--- src/rtl/rv32i_multicycle_controller_if.sv ---
// rv32i_multicycle_controller_if: ALU operation encoding and the controller/datapath signal bundle
package alu_types;
  typedef enum logic [3:0] {
    ALU_ADD, ALU_SUB, ALU_AND, ALU_OR, ALU_XOR, ALU_SLT, ALU_SLTU, ALU_SLL, ALU_SRL, ALU_SRA
  } alu_control_t;
endpackage

interface rv32i_multicycle_controller_if;
  import alu_types::*;
  logic ena;
  logic [6:0] op;
  logic [2:0] funct3;
  logic funct7_5;
  logic zero;
  logic alu_lsb;
  logic pc_write;
  logic ir_write;
  logic mem_write;
  logic reg_write;
  logic adr_src;
  logic [1:0] alu_src_a;
  logic [1:0] alu_src_b;
  logic [1:0] res_src;
  logic [2:0] imm_src;
  alu_control_t alu_control;
  logic [3:0] state_o;
  logic halted;
  modport slave(
    input ena, op, funct3, funct7_5, zero, alu_lsb,
    output pc_write, ir_write, mem_write, reg_write, adr_src, alu_src_a, alu_src_b,
      res_src, imm_src, alu_control, state_o, halted
  );
  modport master(
    output ena, op, funct3, funct7_5, zero, alu_lsb,
    input pc_write, ir_write, mem_write, reg_write, adr_src, alu_src_a, alu_src_b,
      res_src, imm_src, alu_control, state_o, halted
  );
endinterface

--- src/rtl/rv32i_multicycle_controller.sv ---
// rv32i_multicycle_controller: main control FSM plus ALU and immediate decode for the multicycle rv32i datapath
module rv32i_multicycle_controller
  import alu_types::*;
#(
  parameter bit HALT_ON_ILLEGAL = 1
) (
  input logic clk,
  input logic rst,
  rv32i_multicycle_controller_if.slave c
);
  typedef enum logic [3:0] {
    S_FETCH, S_DECODE, S_MEMADR, S_MEMRD, S_MEMWB, S_MEMWR, S_EXR, S_EXI,
    S_ALUWB, S_BR, S_JAL, S_JALR, S_LINK, S_LUI, S_HALT
  } state_t;
  localparam logic [6:0] OP_LOAD = 7'h03, OP_STORE = 7'h23, OP_R = 7'h33, OP_I = 7'h13,
    OP_BR = 7'h63, OP_JAL = 7'h6F, OP_JALR = 7'h67, OP_LUI = 7'h37, OP_AUIPC = 7'h17;
  state_t state, next;
  logic pcw, irw, mw, rw, taken;
  alu_control_t funct_op, br_op;
  always_ff @(posedge clk) state <= rst ? S_FETCH : c.ena ? next : state;
  always_comb begin
    funct_op = ALU_AND;
    case (c.funct3)
      3'd0: funct_op = (c.op == OP_R && c.funct7_5) ? ALU_SUB : ALU_ADD;
      3'd1: funct_op = ALU_SLL;
      3'd2: funct_op = ALU_SLT;
      3'd3: funct_op = ALU_SLTU;
      3'd4: funct_op = ALU_XOR;
      3'd5: funct_op = c.funct7_5 ? ALU_SRA : ALU_SRL;
      3'd6: funct_op = ALU_OR;
      default: funct_op = ALU_AND;
    endcase
  end
  // signed/unsigned compares leave their outcome in bit 0; funct3[0] inverts the sense
  assign br_op = !c.funct3[2] ? ALU_SUB : c.funct3[1] ? ALU_SLTU : ALU_SLT;
  assign taken = c.funct3[2] ? c.alu_lsb ^ c.funct3[0] : c.zero ^ c.funct3[0];
  assign c.imm_src = c.op == OP_STORE ? 3'b001 : c.op == OP_BR ? 3'b010 : c.op == OP_JAL ? 3'b011 :
    (c.op == OP_LUI || c.op == OP_AUIPC) ? 3'b100 : 3'b000;
  always_comb begin
    next = state;
    pcw = 1'b0;
    irw = 1'b0;
    mw = 1'b0;
    rw = 1'b0;
    c.adr_src = 1'b0;
    c.alu_src_a = 2'b00;
    c.alu_src_b = 2'b10;
    c.res_src = 2'b00;
    c.alu_control = ALU_ADD;
    case (state)
      S_FETCH: begin
        irw = 1'b1;
        pcw = 1'b1;
        c.res_src = 2'b10;
        next = S_DECODE;
      end
      S_DECODE: begin
        c.alu_src_a = 2'b01;
        c.alu_src_b = 2'b01;
        case (c.op)
          OP_LOAD, OP_STORE: next = S_MEMADR;
          OP_R: next = S_EXR;
          OP_I: next = S_EXI;
          OP_BR: next = S_BR;
          OP_JAL: next = S_JAL;
          OP_JALR: next = S_JALR;
          OP_LUI: next = S_LUI;
          OP_AUIPC: next = S_ALUWB;
          default: next = HALT_ON_ILLEGAL ? S_HALT : S_FETCH;
        endcase
      end
      S_MEMADR: begin
        c.alu_src_a = 2'b10;
        c.alu_src_b = 2'b01;
        next = c.op[5] ? S_MEMWR : S_MEMRD;
      end
      S_MEMRD: begin
        c.adr_src = 1'b1;
        next = S_MEMWB;
      end
      S_MEMWB: begin
        c.res_src = 2'b01;
        rw = 1'b1;
        next = S_FETCH;
      end
      S_MEMWR: begin
        c.adr_src = 1'b1;
        mw = 1'b1;
        next = S_FETCH;
      end
      S_EXR: begin
        c.alu_src_a = 2'b10;
        c.alu_src_b = 2'b00;
        c.alu_control = funct_op;
        next = S_ALUWB;
      end
      S_EXI: begin
        c.alu_src_a = 2'b10;
        c.alu_src_b = 2'b01;
        c.alu_control = funct_op;
        next = S_ALUWB;
      end
      S_ALUWB: begin
        rw = 1'b1;
        next = S_FETCH;
      end
      S_BR: begin
        c.alu_src_a = 2'b10;
        c.alu_src_b = 2'b00;
        c.alu_control = br_op;
        pcw = taken;
        next = S_FETCH;
      end
      S_JAL: begin
        pcw = 1'b1;
        c.alu_src_a = 2'b01;
        next = S_ALUWB;
      end
      S_JALR: begin
        c.alu_src_a = 2'b10;
        c.alu_src_b = 2'b01;
        c.res_src = 2'b10;
        pcw = 1'b1;
        next = S_LINK;
      end
      S_LINK: begin
        c.alu_src_a = 2'b01;
        next = S_ALUWB;
      end
      S_LUI: begin
        c.alu_src_a = 2'b11;
        c.alu_src_b = 2'b01;
        next = S_ALUWB;
      end
      default: next = S_HALT;
    endcase
  end
  assign c.pc_write = pcw & c.ena & !rst;
  assign c.ir_write = irw & c.ena & !rst;
  assign c.mem_write = mw & c.ena & !rst;
  assign c.reg_write = rw & c.ena & !rst;
  assign c.halted = state == S_HALT && !rst;
  assign c.state_o = state;
endmodule
--- src/flat_wrapper.sv ---
// flat-port wrapper written by rule: the top's interface ports become plain ports
module rv32i_multicycle_controller_flat import alu_types::*;
#(
  parameter bit HALT_ON_ILLEGAL = 1
)
  (clk, rst, c_ena, c_op, c_funct3, c_funct7_5, c_zero, c_alu_lsb, c_pc_write, c_ir_write, c_mem_write, c_reg_write, c_adr_src, c_alu_src_a, c_alu_src_b, c_res_src, c_imm_src, c_alu_control, c_state_o, c_halted);
  rv32i_multicycle_controller_if c_i ();
  input logic clk;
  input logic rst;
  input wire logic [$bits(c_i.ena)-1:0] c_ena;
  input wire logic [$bits(c_i.op)-1:0] c_op;
  input wire logic [$bits(c_i.funct3)-1:0] c_funct3;
  input wire logic [$bits(c_i.funct7_5)-1:0] c_funct7_5;
  input wire logic [$bits(c_i.zero)-1:0] c_zero;
  input wire logic [$bits(c_i.alu_lsb)-1:0] c_alu_lsb;
  output wire logic [$bits(c_i.pc_write)-1:0] c_pc_write;
  output wire logic [$bits(c_i.ir_write)-1:0] c_ir_write;
  output wire logic [$bits(c_i.mem_write)-1:0] c_mem_write;
  output wire logic [$bits(c_i.reg_write)-1:0] c_reg_write;
  output wire logic [$bits(c_i.adr_src)-1:0] c_adr_src;
  output wire logic [$bits(c_i.alu_src_a)-1:0] c_alu_src_a;
  output wire logic [$bits(c_i.alu_src_b)-1:0] c_alu_src_b;
  output wire logic [$bits(c_i.res_src)-1:0] c_res_src;
  output wire logic [$bits(c_i.imm_src)-1:0] c_imm_src;
  output wire logic [$bits(c_i.alu_control)-1:0] c_alu_control;
  output wire logic [$bits(c_i.state_o)-1:0] c_state_o;
  output wire logic [$bits(c_i.halted)-1:0] c_halted;
  assign c_i.ena = c_ena;
  assign c_i.op = c_op;
  assign c_i.funct3 = c_funct3;
  assign c_i.funct7_5 = c_funct7_5;
  assign c_i.zero = c_zero;
  assign c_i.alu_lsb = c_alu_lsb;
  assign c_pc_write = c_i.pc_write;
  assign c_ir_write = c_i.ir_write;
  assign c_mem_write = c_i.mem_write;
  assign c_reg_write = c_i.reg_write;
  assign c_adr_src = c_i.adr_src;
  assign c_alu_src_a = c_i.alu_src_a;
  assign c_alu_src_b = c_i.alu_src_b;
  assign c_res_src = c_i.res_src;
  assign c_imm_src = c_i.imm_src;
  assign c_alu_control = c_i.alu_control;
  assign c_state_o = c_i.state_o;
  assign c_halted = c_i.halted;
  rv32i_multicycle_controller #(.HALT_ON_ILLEGAL(HALT_ON_ILLEGAL)) u_core (.clk(clk), .rst(rst), .c(c_i));
endmodule
--- config.mk ---
export PLATFORM = sky130hd
export DESIGN_NAME = rv32i_multicycle_controller_flat
export DESIGN_NICKNAME = d
export VERILOG_FILES = /design/src/rtl/rv32i_multicycle_controller_if.sv /design/src/rtl/rv32i_multicycle_controller.sv /design/src/flat_wrapper.sv
export SDC_FILE = /design/constraint.sdc
export NUM_CORES = 1
export LEC_CHECK = 0
export BUFFER_PORTS_ARGS = -buffer_cell sky130_fd_sc_hd__buf_4
export CORE_AREA = 2 2 44 46
export DETAILED_ROUTE_END_ITERATION = 10
export DIE_AREA = 0 0 46 48
export MAX_ROUTING_LAYER = met4
export PLACE_DENSITY = 0.82
export SYNTH_ARGS = -nofsm -noshare
export SYNTH_HDL_FRONTEND = slang
export SYNTH_SLANG_ARGS = --single-unit
export TNS_END_PERCENT = 1
--- constraint.sdc ---
create_clock -name clk -period 1.5 [get_ports clk]
set_input_delay 0.3 -clock clk [delete_from_list [all_inputs] [get_ports clk]]
set_output_delay 0.3 -clock clk [all_outputs]
set_load 0.005 [all_outputs]
* Yosys cells after proc, flatten, opt, wreduce, memory -nomap -nowiden
Index checks and enable logic that the tools add are counted. Widths: inputs -> output; s select.
Storage, ports and cells: bits in registers 4, logic and storage cells 80
Operators by class: equal/unequal tests 29, reduce and logical (&&, ||, !) cells 18, mux-type cells 22, bitwise logic cells 10
Operators with widths (count):
- $pmux 4 s7 | 2
- $pmux 4 s8 | 1
- $eq 4x4->1 const B | 7
- $eq 7x6->1 const B | 3
- $eq 7x7->1 const B | 3
- $eq 4x3->1 const B | 4
- $mux 3 | 5
- $reduce_or 5->1 | 3
- $eq 7x5->1 const B | 2
- $reduce_or 2->1 | 6
- $eq 3x3->1 const B | 3
- $and 1x1->1 | 8
- $eq 4x2->1 const B | 2
- $pmux 2 s2 | 2
- $pmux 4 s2 | 1
- $eq 7x2->1 const B | 1
- $mux 1 | 7
- $eq 3x2->1 const B | 2
- $pmux 2 s3 | 1
- $reduce_or 3->1 | 2
- $eq 4x1->1 const B | 1
- $logic_not 4->1 | 1
- $mux 4 | 1
- $reduce_or 4->1 | 1
- other kinds (8) | 10

* Logic depth before layout (Yosys ltp)
Gate-level depths: netlist of the first run.
word-level depth 6, depth in mapped cells 6, depth with buffers taken out 4

* Least setup slack after synthesis of the first run
OpenSTA, ideal clock, no wires.
kind input port to output port, start input c_op[3], end output c_imm_src[0], stages on the path 3, arrival time 1288 ps, path buffers 1, slack -88 ps, required time 1200 ps, cell sequence clkbuf_1 > or3_1 > a2111oi_0
Between the ends: cells in the longest elaborated chain, start to end 4
RTL lines:
- start, declared | line flat_wrapper.sv:11 | input wire logic [$bits(c_i.op)-1:0] c_op;
- $eq 7x7->1 | line rv32i_multicycle_controller.sv:37 | assign c.imm_src = c.op == OP_STORE ? 3'b001 : c.op == OP_BR ? 3'b010 : c.op == OP_JAL ? 3'b011 :
- $mux 3 (2 in series) | line rv32i_multicycle_controller.sv:37
- $mux 3 * | line rv32i_multicycle_controller.sv:37
- end, declared | line flat_wrapper.sv:24 | output wire logic [$bits(c_i.imm_src)-1:0] c_imm_src;
Every way passes the cells marked *; elsewhere a longest branch is shown, timed or not.

* Worst setup path in the final report of the first run
start register u_core.state[1] (netlist: u_core.c.state_o[1]), end output c_alu_control[0]
Between the ends: cells in the longest elaborated chain, start to end 3
RTL lines:
- start, declared | line rv32i_multicycle_controller.sv:17 | state_t state, next;
- start signal, assigned | line rv32i_multicycle_controller.sv:20 | always_ff @(posedge clk) state <= rst ? S_FETCH : c.ena ? next : state;
- $eq 4x3->1 | line rv32i_multicycle_controller.sv:50 | case (state)
- $reduce_or 2->1 (no source line)
- $pmux 4 s2 * | line rv32i_multicycle_controller.sv:50
- end, declared | line flat_wrapper.sv:25 | output wire logic [$bits(c_i.alu_control)-1:0] c_alu_control;
Marks and branches as above.

==> flow_summary_export.csv, run 1 <==
group,metric,value,unit
floorplan,dieWidth,46,um
power_and_ir_drop,vdd_drop_max,0.425,mV
synth,syn-instance-count,113,
power_and_ir_drop,total_power,632,uW
timing,grt_setup_unrepaired,"true",
global_route,grt_remaining_overflow,0,
clock_network,htree_levels,1,
timing,max_freq,0.545,GHz
synth,synth-seq-cells,4,
floorplan,boundaryPins,39,
synth,synth.area.top_cells,"dfxtp_1, nand2_1, o21ai_0, xnor2_1, nand3b_1",
synth,synth_top_area_share,10.9,%
synth,synth_edf_count,0,
finish,final_core_util,80.1,%
synth,synth-seq-area-share,10.9,%
global_route,gr-usage-all-layers,25.5,%
timing,tightest_slew,0.285,ns
finish,area_growth,84.2,%
synth,netlist_area,734,um2
global_route,grt_pass1_wl,3940,um
timing,period_minus_slack,1.83,ns
synth,synth_most_common_cell,"nand2_1",
timing,setup_viol,16,
power_and_ir_drop,p_leak,0.583,nW
floorplan,die_h,48,um
critical_path,slowest_delay,0.39,ns
route,drtIter0Drc,35,
status,status,"finished with violations",
hold_path,hp-class,"in2reg",
finish,stdcell_count,186,
global_route,antenna_found_initial,0,
critical_path,path_buf_inv,1,
critical_path,crit_required,1.20,ns
critical_path,critPathTopFamily,"compound AO/OA/AOI/OAI gates",
critical_path,crit_arrival,1.53,ns
route,drc,0,
status,violations,"negative setup slack",
placed_design,portBuffers,38,
clock_network,cts.clk_slew.worst_paths,0.05,ns
synth,yosysTopAreaCell,"dfxtp_1",
critical_path,crit_fanout,6,
synth,ys_warn_count,0,
synth,syn_nets,129,
critical_path,crit_path_start_kind,"flop",
route,via_count,1140,
timing,finClkSkew,0.00577,ns
synth,synthArstFlopShare,0,%
clock_network,tritoncts,"yes",
placed_design,gp_congestion,0.920,
finish,n_antenna_cell,0,
floorplan,start_util,43.5,%
critical_path,slowest_stage,"dfxtp_4",
clock_network,clk_latency,0.24,ns
timing,final-hold-violation-count,0,
route,dr.pass1.iters,4,
floorplan,die_area,2210,um2
clock_network,cts_inserted_buffers,3,
finish,largest_reg_flops,4,
synth,ys.flop_type,"dfxtp_1",
placed_design,hpwl,1960,um
placed_design,placedCellCount,181,
global_route,grt_max_degree,13,
floorplan,rows,15,
clock_network,clock-sinks,4,
clock_network,cts_buffer_depth,2,
finish,drive_gt1_share,54.4,%
timing,layout_setup_ws,-0.334,ns
global_route,grt_pass1_vias,922,
clock_network,root_buffer,"clkbuf_4",
timing,max-slew-margin-rel,80.7,%
critical_path,worstPathCellList,"and4bb_2, nand2_1, o31ai_1, a311o_1, buf_4",
timing,period_share,122,%
route,vias_per_cell,6.13,
flow_run,maxCapViolCount,0,
placed_design,place_ws,-0.104,ns
finish,final_nets,187,
route,wire_per_inst,16.4,um
route,wirelength,3040,um
route,ant_nets,0,
synth,yosys-top-cells-count,"nand2_1, o21ai_0, clkbuf_1, inv_1, nor2_1",
critical_path,crit_path_end_kind,"primary output",
clock_network,cts_hold_buf,0,
synth,syn_avg_cell_area,6.50,um2
critical_path,crit_type,"reg2out",
floorplan,core-area,1690,um2
synth,ys_types,43,
timing,maxSlewViolCount,0,
power_and_ir_drop,power.density,467,nW/um2
cells in the final DEF (no fill, tap or decap), types with 4 or more instances in the layout:
master and n:
nor2_1 4, o21ai_0 4, nand2_1 13, a21oi_1 4, buf_4 60, nand3b_1 4
xnor2_1 4, o21ai_1 4
metal layers:
metal	vias up	part of all wire, %	track usage [%]
met4	0	1.8	10.3
met1	548	42	26.9
met3	6	5.2	1.13
met5	-	0	-
li1	535	-	-
met2	51	51	48.9
through the flow:
| stage | setup TNS (ns) | area, um2 | hold slack (ns) |
|---|---|---|---|
| after floorplan | -0.0117 | 743 | 0.369 |
| after global placement | -0.174 | 1180 | 0.519 |
| after detailed placement | -0.434 | 1180 | 0.515 |
| after CTS | -2.00 | 1270 | 0.265 |
| after global routing | -3.16 | 1350 | 0.263 |
| final | -2.42 | 1350 | 0.261 |
worst register-to-register path: stages (launching register included):
cell	delay, ns
dfxtp_4	0.36
buf_8	0.15
inv_1	0.07
buf_4	0.12
and3_1	0.20
o221ai_1	0.13
a311oi_1	0.33
cell families (layout without fill, tap and decap cells):
group | after synthesis | after routing | synth area share [%]
buffers and inverters | 18 | 74 | 10.9
AO/OA/AOI/OAI | 33 | 33 | 31.5
flip-flops | 4 | 4 | 10.9
multiplexers | 1 | 1 | 1.36
XOR/XNOR | 5 | 5 | 5.96
AND/OR/NAND/NOR | 52 | 52 | 39.4
what timing repair did:
| item | 4_1_cts | 5_1_grt |
|---|---|---|
| setup endpoints to repair | 18 | 19 |
| pin swaps | 6 | 4 |
| setup buffers | 0 | 2 |
| gates resized for setup | 23 | 18 |
final timing paths:
kind	startpoint	to	depth (start not counted)	slack (ns)
setup / recovery	u_core.c.state_o[1]$_SDFFE_PP0P_	c_alu_control[0]	5	-0.33
hold / removal	rst	u_core.c.state_o[1]$_SDFFE_PP0P_	2	0.26
setup reg to reg	u_core.c.state_o[2]$_SDFFE_PP0P_	u_core.c.state_o[2]$_SDFFE_PP0P_	6	0.03
hold reg to reg	u_core.c.state_o[0]$_SDFFE_PP0P_	u_core.c.state_o[0]$_SDFFE_PP0P_	2	0.70
report_power, final:
group          switching, mW  total, mW  internal, mW
logic                  0.168      0.357         0.189
registers             0.0156      0.129         0.113
clock network         0.0562      0.147        0.0903
total                  0.240      0.632         0.393
final cells by class:
| type | instances | area [um2] |
|---|---|---|
| clock buffers | 3 | 22.5 |
| fillers | 121 | 337 |
| inverters | 6 | 22.5 |
| multi-input cells | 91 | 679 |
| flip-flops and latches | 4 | 92.6 |
| well taps | 17 | 21.3 |
| repair buffers | 65 | 514 |
Note: power is estimated with default switching activity, not from simulation.
==> inputs of run 2 (changes only) <==
GPL_TIMING_DRIVEN = 0   (was unset)
==> run 2 against run 1 <==
Critical endpoint unchanged. Combinational power shrank 14%. Sequential share of layout area increased by 0.89 points. The run still ends with negative setup slack left. First-iteration DRC count decreased by 40%. Non-clock buffer count fell by 19. Worst hold slack gained 0.025 ns. Worst setup slack better by 0.061 ns. Cell count fell by 10%. Wire length is 24% lower. Global-route usage down 4.7 points. Highest routed layer unchanged.
==> flow_summary_export.csv, run 2 (same netlist as run 1, synthesis figures left out) <==
group,metric,value,unit
placed_design,placedCellCount,163,
global_route,antenna_found_initial,0,
timing,max-slew-margin-rel,73.2,%
finish,fin_area,1200,um2
clock_network,clk_latency,0.23,ns
floorplan,dieWidth,46,um
finish,final_core_util,70.9,%
power_and_ir_drop,power.internal,361,uW
critical_path,reg2reg_depth,5,
power_and_ir_drop,power_switching,207,uW
clock_network,htree_levels,1,
timing,finClkSkew,0.00511,ns
route,drtIter0Drc,21,
critical_path,crit_path_end_kind,"primary output",
timing,setup_viol,14,
finish,largest_reg_flops,4,
power_and_ir_drop,p_leak,0.484,nW
floorplan,die_area,2210,um2
timing,layout_setup_ws,-0.274,ns
route,via_count,1005,
power_and_ir_drop,seq_power_share,22.5,%
placed_design,gp_congestion,0.891,
placed_design,portBuffers,33,
floorplan,rows,15,
critical_path,crit_path_start_kind,"flop",
critical_path,r2r-end,"u_core.c.state_o[2]$_SDFFE_PP0P_",
finish,final_nets,168,
route,ant_nets,0,
flow_run,maxCapViolCount,0,
route,vias_per_cell,6.02,
clock_network,root_buffer,"clkbuf_4",
finish,n_antenna_cell,0,
clock_network,cts_inserted_buffers,3,
timing,max_freq,0.564,GHz
critical_path,crit_required,1.20,ns
finish,register_area,92.6,um2
placed_design,postPlaceCellArea,1010,um2
critical_path,r2r-start,"u_core.c.state_o[1]$_SDFFE_PP0P_",
timing,maxSlewViolCount,0,
finish,area_growth,63.0,%
clock_network,cts_hold_buf,0,
hold_path,hp-class,"in2reg",
critical_path,crit_type,"reg2out",
critical_path,reg2reg_slack,0.11,ns
floorplan,die_h,48,um
finish,multi_input_area,672,um2
timing,period_minus_slack,1.77,ns
critical_path,crit_fanout,6,
power_and_ir_drop,p_clk_share,23.3,%
global_route,gr-usage-all-layers,20.7,%
power_and_ir_drop,switching_share,36.4,%
floorplan,core-area,1690,um2
clock_network,tritoncts,"yes",
hold_path,min_from,"rst",
clock_network,cts_buffer_depth,2,
floorplan,start_util,43.5,%
finish,final_cell_mix,"buf_4, nand2_1, o21ai_0",
status,violations,"negative setup slack",
finish,final_common_cell,"buf_4",
power_and_ir_drop,vdd_drop_max,0.558,mV
hold_path,holdPathEnd,"u_core.c.state_o[0]$_SDFFE_PP0P_",
finish,drive_gt1_share,47.3,%
timing,final-hold-violation-count,0,
global_route,grt_max_degree,11,
power_and_ir_drop,power.density,475,nW/um2
timing,grt_setup_unrepaired,"true",
global_route,grt_remaining_overflow,0,
power_and_ir_drop,comb_power_share,54.2,%
clock_network,cts.clk_slew.worst_paths,0.04,ns
finish,fillerInstances,137,
status,status,"finished with violations",
route,wire_per_inst,13.9,um
route,dr.pass1.iters,4,
finish,stdcell_count,167,
route,wirelength,2320,um
timing,period_share,118,%
global_route,grt_pass1_vias,838,
placed_design,hpwl,1620,um
global_route,grt_pass1_wl,3350,um
route,drc,0,
hold_path,holdPathStages,2,
clock_network,clock-sinks,4,
timing,tightest_slew,0.398,ns
floorplan,boundaryPins,39,
critical_path,crit_arrival,1.47,ns
-- run 2: what timing repair did --
item	CTS	global route
resized for setup	35	19
buffers inserted	3	0
endpoints found under the setup margin	17	18
pin swaps	10	4
-- run 2: routing by layer --
metal	wire [um]	GRT usage, %	vias to the layer above
met5	0	-	-
met4	19	6.86	0
met3	145	3.40	2
met2	1220	36.7	40
met1	941	23.6	468
li1	-	-	495
-- run 2: power by group through the flow --
stage	Combinational [mW]	Sequential [mW]	Clock (mW)
after floorplan	0.151	0.123	0
after global routing	0.333	0.130	0.146
final	0.308	0.128	0.132
after detailed placement	0.260	0.124	0
after global placement	0.252	0.123	0
after CTS	0.296	0.125	0.137
-- run 2: worst max-delay path by stage --
| stage | startpoint | end | slack (ns) | cells past startpoint |
|---|---|---|---|---|
| detailed placement | u_core.c.state_o[0]$_SDFFE_PP0P_ | c_alu_src_b[1] | -0.27 | 4 |
| global placement | u_core.c.state_o[3]$_SDFFE_PP0P_ | c_pc_write | -0.25 | 5 |
| global route | u_core.c.state_o[2]$_SDFFE_PP0P_ | c_alu_control[0] | -0.32 | 5 |
| finish | u_core.c.state_o[2]$_SDFFE_PP0P_ | c_alu_control[0] | -0.27 | 5 |
| CTS | u_core.c.state_o[1]$_SDFFE_PP0P_ | c_alu_control[0] | -0.31 | 6 |
| floorplan | u_core.c.state_o[3]$_SDFFE_PP0P_ | c_pc_write | -0.009 | 4 |
-- run 2: final cells by class --
cell class / count / share of cell area [%]
plain buffers: 10 / 7.31
clock buffers: 3 / 1.88
inverters: 6 / 2.30
multi-input cells: 91 / 56.1
flip-flops and latches: 4 / 7.73
well taps: 17 / 1.78
repair buffers: 36 / 22.9
-- run 2: metrics by stage --
| step | setup TNS, ns | total power [mW] | setup WS, ns | hold slack (ns) |
|---|---|---|---|---|
| 2_1_floorplan | -0.0117 | 0.273 | -0.00898 | 0.369 |
| 3_3_place_gp | -2.16 | 0.376 | -0.246 | 0.519 |
| 3_5_place_dp | -2.51 | 0.383 | -0.273 | 0.521 |
| 4_1_cts | -2.51 | 0.558 | -0.306 | 0.269 |
| 5_1_grt | -2.69 | 0.609 | -0.315 | 0.281 |
| 6_report | -1.80 | 0.569 | -0.274 | 0.285 |
-- run 2: critical path: stages, from the launching register on --
cell,delay (ns)
dfxtp_4,0.37
and4bb_2,0.27
a21oi_2,0.10
nor2_1,0.04
a311o_1,0.32
buf_4,0.13
==> inputs of run 3 (changes only) <==
CTS_BUF_LIST = sky130_fd_sc_hd__clkbuf_16   (was unset)
==> run 3 against run 2 <==
Sequential power barely moved. Clock-buffer cell count stayed put. Fmax increased by 0.55%. Via count up 6.1%. Highest routed layer unchanged. The flow still finishes with violations (negative setup slack). Utilization rose by 4.7 points. Largest power group is now the clock network. Critical path depth unchanged. Register-to-register slack worse by 0.04 ns. Global-route usage is 5.8 points higher.
==> flow_summary_export.csv, run 3 (same netlist as run 1, synthesis figures left out) <==
group,metric,value,unit
status,status,"finished with violations",
status,violations,"negative setup slack",
placed_design,hpwl,1620,um
global_route,use_met3,6.42,%
route,dr.pass1.iters,4,
floorplan,start_util,43.5,%
finish,largest_reg_flops,4,
route,via_count,1066,
timing,max_freq,0.567,GHz
finish,fin_area,1280,um2
timing,setup_viol,15,
timing,fin_hold_ws,0.306,ns
clock_network,tritoncts,"yes",
finish,drive_gt1_share,49.0,%
floorplan,die_h,48,um
finish,stdcell_count,168,
finish,multi_input_area,672,um2
clock_network,cts.clk_slew.worst_paths,0.03,ns
critical_path,crit_type,"reg2out",
clock_network,htree_levels,1,
global_route,use_met1,30.1,%
clock_network,cts_inserted_buffers,3,
global_route,top_usage_layer,"met2",
power_and_ir_drop,power.density,687,nW/um2
floorplan,dieWidth,46,um
critical_path,crit_required,1.20,ns
placed_design,gp_congestion,0.891,
timing,tightest_slew,0.392,ns
global_route,gr-usage-all-layers,26.6,%
finish,register_area,95.1,um2
floorplan,boundaryPins,39,
placed_design,postPlaceCellArea,1010,um2
global_route,grt_pass1_vias,945,
finish,final_nets,169,
finish,n_antenna_cell,0,
global_route,use_met2,47.8,%
finish,final_cell_mix,"buf_4, nand2_1",
clock_network,clock-sinks,4,
timing,grt_setup_unrepaired,"true",
route,drc,0,
hold_path,hp-class,"in2reg",
placed_design,placedCellCount,163,
clock_network,cts_buffer_depth,2,
finish,fillerInstances,114,
global_route,grt_max_degree,11,
critical_path,crit_arrival,1.46,ns
timing,max-slew-margin-rel,73.6,%
clock_network,root_buffer,"clkbuf_16",
timing,period_share,118,%
critical_path,crit_fanout,7,
power_and_ir_drop,vdd_drop_max,1.03,mV
power_and_ir_drop,p_leak,0.517,nW
global_route,grt_remaining_overflow,0,
global_route,grt_pass1_wl,4190,um
critical_path,crit_path_end_kind,"primary output",
route,wire_per_inst,16.9,um
clock_network,clk_latency,0.23,ns
global_route,antenna_found_initial,0,
timing,final-hold-violation-count,0,
finish,final_common_cell,"buf_4",
route,drtIter0Drc,20,
floorplan,die_area,2210,um2
floorplan,core-area,1690,um2
timing,finClkSkew,0.00620,ns
route,vias_per_cell,6.35,
finish,area_growth,73.8,%
flow_run,maxCapViolCount,0,
timing,layout_setup_ws,-0.264,ns
timing,period_minus_slack,1.76,ns
timing,maxSlewViolCount,0,
route,wirelength,2840,um
floorplan,rows,15,
finish,final_core_util,75.6,%
placed_design,portBuffers,33,
placed_design,place_ws,-0.273,ns
critical_path,crit_path_start_kind,"flop",
route,ant_nets,0,
-- run 3: path summary, 6_finish.rpt --
check / from / slack [ns] / cells after the start / to
setup / recovery: u_core.c.state_o[1]$_SDFFE_PP0P_ / -0.26 / 5 / c_alu_control[0]
hold / removal: rst / 0.31 / 2 / u_core.c.state_o[3]$_SDFFE_PP0P_
setup reg to reg: u_core.c.state_o[1]$_SDFFE_PP0P_ / 0.07 / 5 / u_core.c.state_o[2]$_SDFFE_PP0P_
hold reg to reg: u_core.c.state_o[0]$_SDFFE_PP0P_ / 0.67 / 2 / u_core.c.state_o[0]$_SDFFE_PP0P_
-- run 3: cell type report --
| class | instances | area share [%] |
|---|---|---|
| Buffer | 10 | 7.84 |
| Multi-Input combinational cell | 91 | 52.6 |
| Clock buffer | 3 | 5.88 |
| Sequential cell | 4 | 7.45 |
| Timing Repair Buffer | 37 | 22.4 |
| Tap cell | 17 | 1.67 |
| Inverter | 6 | 2.16 |
-- run 3: power by group --
| part | switching [mW] | internal (mW) | total [mW] |
|---|---|---|---|
| registers | 0.0181 | 0.113 | 0.131 |
| logic | 0.160 | 0.166 | 0.326 |
| clock network | 0.0784 | 0.341 | 0.419 |
| total | 0.257 | 0.620 | 0.877 |
-- run 3: critical path, stage by stage (launching register included) --
cell,delay [ns]
dfxtp_4,0.39
and4bb_2,0.27
nand2_1,0.06
o31ai_1,0.06
a311o_1,0.32
buf_4,0.13
-- run 3: layer usage --
metal  up-vias  wire (um)
met4         0         80
met2        60       1470
li1        499          -
met5         -          0
met1       497       1110
met3        10        184
-- run 3: per-stage QoR --
stage                     total power, mW  setup TNS (ns)
final                               0.877           -1.81
after global routing                0.914           -2.43
after CTS                           0.847           -2.23
after detailed placement            0.383           -2.51
after global placement              0.376           -2.16
after floorplan                     0.273         -0.0117
-- run 3: what timing repair did --
action,CTS,global route
pin swaps,8,3
hold endpoints to repair,0,0
buffers inserted,4,0
resized for setup,40,22
setup endpoints to repair,17,19
hold buffers,0,0
